==> src/rtl/ts_bus_sequencer.sv <==
// Bus-cycle sequencer/arbiter for the dual-YM2203 Turbosound-FM core.
// CPU port writes and queued MCU register writes share one stretched BDIR bus.
module ts_bus_sequencer #(
    parameter int HOLD       = 4,
    parameter int GAP        = 4,
    parameter int FIFO_DEPTH = 8
) (
    input  logic       CLK,
    input  logic       RESET_s,
    input  logic       cpu_wr,
    input  logic       cpu_bc,
    input  logic [7:0] cpu_d,
    input  logic       cpu_rd,
    output logic       cpu_wait,
    input  logic       mcu_push,
    input  logic       mcu_chip,
    input  logic [7:0] mcu_reg,
    input  logic [7:0] mcu_val,
    output logic       mcu_full,
    output logic       mcu_empty,
    output logic       BDIR,
    output logic       BC,
    output logic [7:0] DI,
    output logic       busy
);

    localparam int AW = $clog2(FIFO_DEPTH);
    localparam int CW = $clog2(HOLD + GAP + 1);
    localparam logic [CW-1:0] C_HOLD = CW'(HOLD);
    localparam logic [CW-1:0] C_LAST = CW'(HOLD + GAP);

    typedef enum logic [2:0] {
        S_IDLE,
        S_CPU,
        S_MSEL,
        S_MADR,
        S_MDAT,
        S_RSEL,
        S_RADR
    } state_t;

    state_t          r_state;
    logic [CW-1:0]   r_cnt;
    logic            r_pend_v;
    logic            r_pend_bc;
    logic [7:0]      r_pend_d;
    logic [7:0]      r_sel;
    logic [7:0]      r_adr;
    logic            r_m_chip;
    logic [7:0]      r_m_reg;
    logic [7:0]      r_m_val;
    logic            r_sw;
    logic            r_bdir;
    logic            r_bc;
    logic [7:0]      r_di;
    logic [AW:0]     r_wp;
    logic [AW:0]     r_rp;
    logic [16:0]     r_mem [FIFO_DEPTH];

    state_t          w_state_n;
    logic [CW-1:0]   w_cnt_n;
    logic            w_pop;
    logic            w_launch_cpu;
    logic            w_clr;
    logic            w_bdir_n;
    logic            w_bc_n;
    logic [7:0]      w_di_n;
    logic            w_ch;
    logic [7:0]      w_rg;
    logic [7:0]      w_vl;
    logic            w_sw_n;
    logic            w_full;
    logic            w_empty;
    logic            w_push;
    logic            w_end;
    logic [16:0]     w_head;

    assign w_full  = (r_wp[AW] != r_rp[AW]) &&
                     (r_wp[AW-1:0] == r_rp[AW-1:0]);
    assign w_empty = (r_wp == r_rp);
    assign w_push  = mcu_push && !w_full;
    assign w_head  = r_mem[r_rp[AW-1:0]];
    assign w_end   = (r_cnt == C_LAST);
    // The slot frees on the edge that raises BDIR for the CPU write.
    assign w_clr   = (r_state == S_CPU) && (r_cnt == '0);

    always_comb begin
        w_state_n    = r_state;
        w_cnt_n      = r_cnt;
        w_pop        = 1'b0;
        w_launch_cpu = 1'b0;
        w_ch         = r_m_chip;
        w_rg         = r_m_reg;
        w_vl         = r_m_val;
        w_sw_n       = r_sw;
        w_bc_n       = r_bc;
        w_di_n       = r_di;
        w_bdir_n     = 1'b0;
        unique case (r_state)
            S_IDLE: begin
                w_cnt_n = '0;
                if (r_pend_v) begin
                    w_state_n    = S_CPU;
                    w_launch_cpu = 1'b1;
                end else if (!w_empty) begin
                    w_pop              = 1'b1;
                    {w_ch, w_rg, w_vl} = w_head;
                    w_sw_n             = (w_head[16] != r_sel[0]);
                    w_state_n          = w_sw_n ? S_MSEL : S_MADR;
                end
            end
            default: begin
                if (!w_end) begin
                    w_cnt_n = r_cnt + 1'b1;
                end else begin
                    w_cnt_n = CW'(1);
                    unique case (r_state)
                        S_MSEL:  w_state_n = S_MADR;
                        S_MADR:  w_state_n = S_MDAT;
                        S_MDAT:  w_state_n = r_sw ? S_RSEL : S_RADR;
                        S_RSEL:  w_state_n = S_RADR;
                        default: begin
                            w_state_n = S_IDLE;
                            w_cnt_n   = '0;
                        end
                    endcase
                end
            end
        endcase

        if (w_launch_cpu) begin
            w_bc_n = r_pend_bc;
            w_di_n = r_pend_d;
        end else begin
            case (w_state_n)
                S_MSEL: begin
                    w_bc_n = 1'b1;
                    w_di_n = {r_sel[7:1], w_ch};
                end
                S_MADR: begin
                    w_bc_n = 1'b1;
                    w_di_n = w_rg;
                end
                S_MDAT: begin
                    w_bc_n = 1'b0;
                    w_di_n = w_vl;
                end
                S_RSEL: begin
                    w_bc_n = 1'b1;
                    w_di_n = r_sel;
                end
                S_RADR: begin
                    w_bc_n = 1'b1;
                    w_di_n = r_adr;
                end
                default: ;
            endcase
        end

        // Count 0 is the setup cycle after an IDLE launch; BDIR stays low.
        w_bdir_n = (w_state_n != S_IDLE) && (w_cnt_n != '0) &&
                   (w_cnt_n <= C_HOLD);
    end

    always_ff @(posedge CLK or posedge RESET_s) begin
        if (RESET_s) begin
            r_state  <= S_IDLE;
            r_cnt    <= '0;
            r_m_chip <= 1'b0;
            r_m_reg  <= 8'h00;
            r_m_val  <= 8'h00;
            r_sw     <= 1'b0;
            r_bdir   <= 1'b0;
            r_bc     <= 1'b0;
            r_di     <= 8'h00;
        end else begin
            r_state  <= w_state_n;
            r_cnt    <= w_cnt_n;
            r_m_chip <= w_ch;
            r_m_reg  <= w_rg;
            r_m_val  <= w_vl;
            r_sw     <= w_sw_n;
            r_bdir   <= w_bdir_n;
            r_bc     <= w_bc_n;
            r_di     <= w_di_n;
        end
    end

    always_ff @(posedge CLK or posedge RESET_s) begin
        if (RESET_s) begin
            r_pend_v  <= 1'b0;
            r_pend_bc <= 1'b0;
            r_pend_d  <= 8'h00;
        end else if (w_clr) begin
            r_pend_v  <= 1'b0;
        end else if (cpu_wr && !r_pend_v) begin
            r_pend_v  <= 1'b1;
            r_pend_bc <= cpu_bc;
            r_pend_d  <= cpu_d;
        end
    end

    // Shadows track only what the CPU believes; MCU traffic restores them.
    always_ff @(posedge CLK or posedge RESET_s) begin
        if (RESET_s) begin
            r_sel <= 8'hFF;
            r_adr <= 8'h00;
        end else if (w_launch_cpu && r_pend_bc) begin
            if (r_pend_d[7:3] == 5'b11111) begin
                r_sel <= r_pend_d;
            end else begin
                r_adr <= r_pend_d;
            end
        end
    end

    always_ff @(posedge CLK or posedge RESET_s) begin
        if (RESET_s) begin
            r_wp <= '0;
            r_rp <= '0;
        end else begin
            if (w_push) begin
                r_wp <= r_wp + 1'b1;
            end
            if (w_pop) begin
                r_rp <= r_rp + 1'b1;
            end
        end
    end

    always_ff @(posedge CLK) begin
        if (w_push) begin
            r_mem[r_wp[AW-1:0]] <= {mcu_chip, mcu_reg, mcu_val};
        end
    end

    assign cpu_wait  = r_pend_v || (cpu_rd && (r_state != S_IDLE));
    assign mcu_full  = w_full;
    assign mcu_empty = w_empty;
    assign BDIR      = r_bdir;
    assign BC        = r_bc;
    assign DI        = r_di;
    assign busy      = (r_state != S_IDLE);

endmodule
==> config.mk <==
export PLATFORM = sky130hd
export DESIGN_NAME = ts_bus_sequencer
export DESIGN_NICKNAME = d
export VERILOG_FILES = /design/src/rtl/ts_bus_sequencer.sv
export SDC_FILE = /design/constraint.sdc
export NUM_CORES = 1
export LEC_CHECK = 0
export BUFFER_PORTS_ARGS = -buffer_cell sky130_fd_sc_hd__buf_4
export CORE_UTILIZATION = 50
export DETAILED_ROUTE_END_ITERATION = 10
export PLACE_DENSITY_LB_ADDON = 0.3
export SETUP_SLACK_MARGIN = 0.3
export SLEW_MARGIN = 10
export SYNTH_ARGS = -nofsm -noshare
export SYNTH_HDL_FRONTEND = slang
export SYNTH_SLANG_ARGS = --single-unit
==> constraint.sdc <==
create_clock -name CLK -period 6.4 [get_ports CLK]
set_input_delay 0.64 -clock CLK [delete_from_list [all_inputs] [get_ports CLK]]
set_output_delay 0.64 -clock CLK [all_outputs]
set_load 0.005 [all_outputs]
==> run metrics <==
status=completed; gpl congestion=0.907; post-CTS setup buffer count=0; met3 Usage GRT=3.81%; I/O pin cnt=45; unrepaired setup endpoints after global routing=no; TritonRoute pass-1 iters=4; max reg flops=136; dpl ws=2680 ps; WL/cell=19.8 µm; Fin Hold WS=376 ps; Die Ht=132 µm; Clock Skew=14.7 ps; initial drt markers=256; area of the mapped netlist=0.00849 mm²; worst path bufs/invs=2; Final Net Count=594; CTS resizes=0; Max Freq=270 MHz; Avg Inst Size Synth=16.7 µm²; Initial Utilization=51.2%; hold_buf cts=0; Seq/Total Area, Yosys=68.6%; core area=0.0166 mm²; global route overflow=0; Leakage=3.47 nW; crit-path leading delay family=compound AO/OA/AOI/OAI gates; flop and latch count out of synthesis=205; Crit Path Class=reg2reg; largest net degree at the start of global routing=70; area grow syn2layout=13.9%; Synthesis Warnings=0; final worst setup slack=2690 ps; Primary FF master, synth=edfxtp_1; total power=4.41 mW; CP endpoint kind=flip-flop; Final Cycle Share=58.0%; Finished Layout Cells=793; worst-path maximum fanout=38; met1 usage=25.3%; crit path time final=3710 ps; Max-cap violations=0; Slew @ Worst Pin=1080 ps; detailed-placement wirelength estimate=9.68 mm; worst vdd ir=0.000247 V; antenna viol nets, final=0; Yosys cell types=56; first-pass GRT wire length=25.3 mm; placed instance area=0.00908 mm²; Gate Count Post-Synth=507; most numerous cell on the critical path=buf_4; met2 GRT Util=31.7%; Final Hold Violating Endpoints=0; startpoint types=flip-flop; antenna cells=0; DIE AREA=0.0175 mm²; Post-Place Cells=757; syn nets=542; Critical Path AT=4060 ps; clk sinks=205; Setup Viol. Count Final=0; vias in the first global route=4,693; final core utilization=58.3%; Post-synth EDFFs=136; slowest stage delay, CP=820 ps; CTS Buf Count=20; WP data required=6750 ps; Die X=132 µm; # H-tree levels=1; crit-path cells=buf_4, xor2_1, o41ai_2, buf_4, nor2_2, o31a_1, o21ai_0, o32ai_1, o21ai_1; Routed WL=15.7 mm; input/output buffers=44; CTS tree=built; Max Root-Sink Buffers=3; share of layout cells above drive strength 1=30.4%; ys async rst share=33.7%; crit path max-delay cell type=nor2_2; Most Used Layer, Global Route=met2; fill count=1,302; initial antenna violation count=0; GRT Util Overall=18.8%; routed vias/inst=5.65; Worst-Skew Late Latency=490 ps; Root Buffer=clkbuf_16; HP Class=in2reg; FP Rows=47; Design Area, Final=0.00966 mm²; DRC=0; max_slew headroom=27.7%; Sum Neg Setup Slack=0 ps; max-slew violations=0; clk slew on worst S/H paths=60 ps; Pwr Density=457 mW/mm²; via count=4,478
-- final timing paths --
check                                 from           to  slack (ps)  cells after the start
worst max-delay path               r_rp[0]        DI[7]        2690                      9
worst min-delay path            mcu_val[4]  r_mem[6][4]         380                      1
worst max register to register     r_rp[0]        DI[7]        2690                      9
worst min register to register     r_rp[3]      r_rp[3]         490                      1
max in group asynchronous          RESET_s      r_rp[0]        5390                      3
min in group asynchronous          RESET_s        DI[5]         410                      3
-- cells by family (layout without fill, tap and decap cells) --
| family | count (synthesis) | in the layout | synth area share (%) |
|---|---|---|---|
| mux | 85 | 85 | 15.7 |
| simple gates | 78 | 78 | 4.67 |
| xor+xnor | 15 | 15 | 1.64 |
| flops | 205 | 205 | 68.6 |
| buf+inv | 43 | 109 | 2.23 |
| compound gates | 77 | 77 | 6.59 |
| fa+ha+maj | 4 | 4 | 0.590 |
-- layout by cell type, fill, tap and decap left out, drive strengths merged, types with 9 or more instances in the layout --
cell / netlist / routed
xor2: 9 / 9
clkinv: 0 / 11
o21ai: 13 / 13
mux2: 34 / 34
nand2b: 12 / 12
mux2i: 17 / 17
clkbuf: 10 / 24
edfxtp: 136 / 136
mux4: 34 / 34
inv: 17 / 17
nor2: 17 / 17
buf: 16 / 56
dfrtp: 61 / 61
o211ai: 13 / 13
nand2: 19 / 19
-- metal layers --
| layer | part of all wire [%] | vias up | wire length [µm] |
|---|---|---|---|
| li1 | - | 2067 | - |
| met1 | 44 | 2274 | 6900 |
| met2 | 49 | 108 | 7680 |
| met3 | 5.1 | 29 | 798 |
| met4 | 2.0 | 0 | 320 |
| met5 | 0 | - | 0 |
-- synthesized netlist by cell type (all sizes together), types with 4 or more instances --
library cell  instances  area, µm²
edfxtp              136       4080
dfrtp                61       1530
mux2                 34        383
mux4                 34        766
nand2                19       71.3
inv                  17       63.8
mux2i                17        183
nor2                 17       63.8
buf                  16       87.6
o211ai               13       97.6
o21ai                13       65.1
nand2b               12       75.1
clkbuf               10       37.5
xor2                  9       86.3
a21oi                 8       40.0
dfstp                 8        210
nor3                  8       45.0
a21boi                7       52.6
a22oi                 7       52.6
o221ai                7       61.3
o21bai                6       45.0
xnor2                 6       52.6
nand3                 5       25.0
nor2b                 5       31.3
ha                    4       50.1
-- power by group --
group	switching [mW]	total (mW)	internal [mW]
sequential	0.204	1.97	1.76
clock	0.472	1.05	0.579
combinational	0.740	1.39	0.654
-- area by class of cell --
type | instances | area (µm²) | area share, %
Sequential cell | 205 | 5820 | 60.3
Multi-Input combinational cell | 259 | 2490 | 25.8
Clock buffer | 24 | 515 | 5.34
Timing Repair Buffer | 56 | 420 | 4.35
Tap cell | 220 | 275 | 2.85
Clock inverter | 12 | 70.1 | 0.725
Inverter | 17 | 63.8 | 0.660
(Power assumes the default switching activity.)
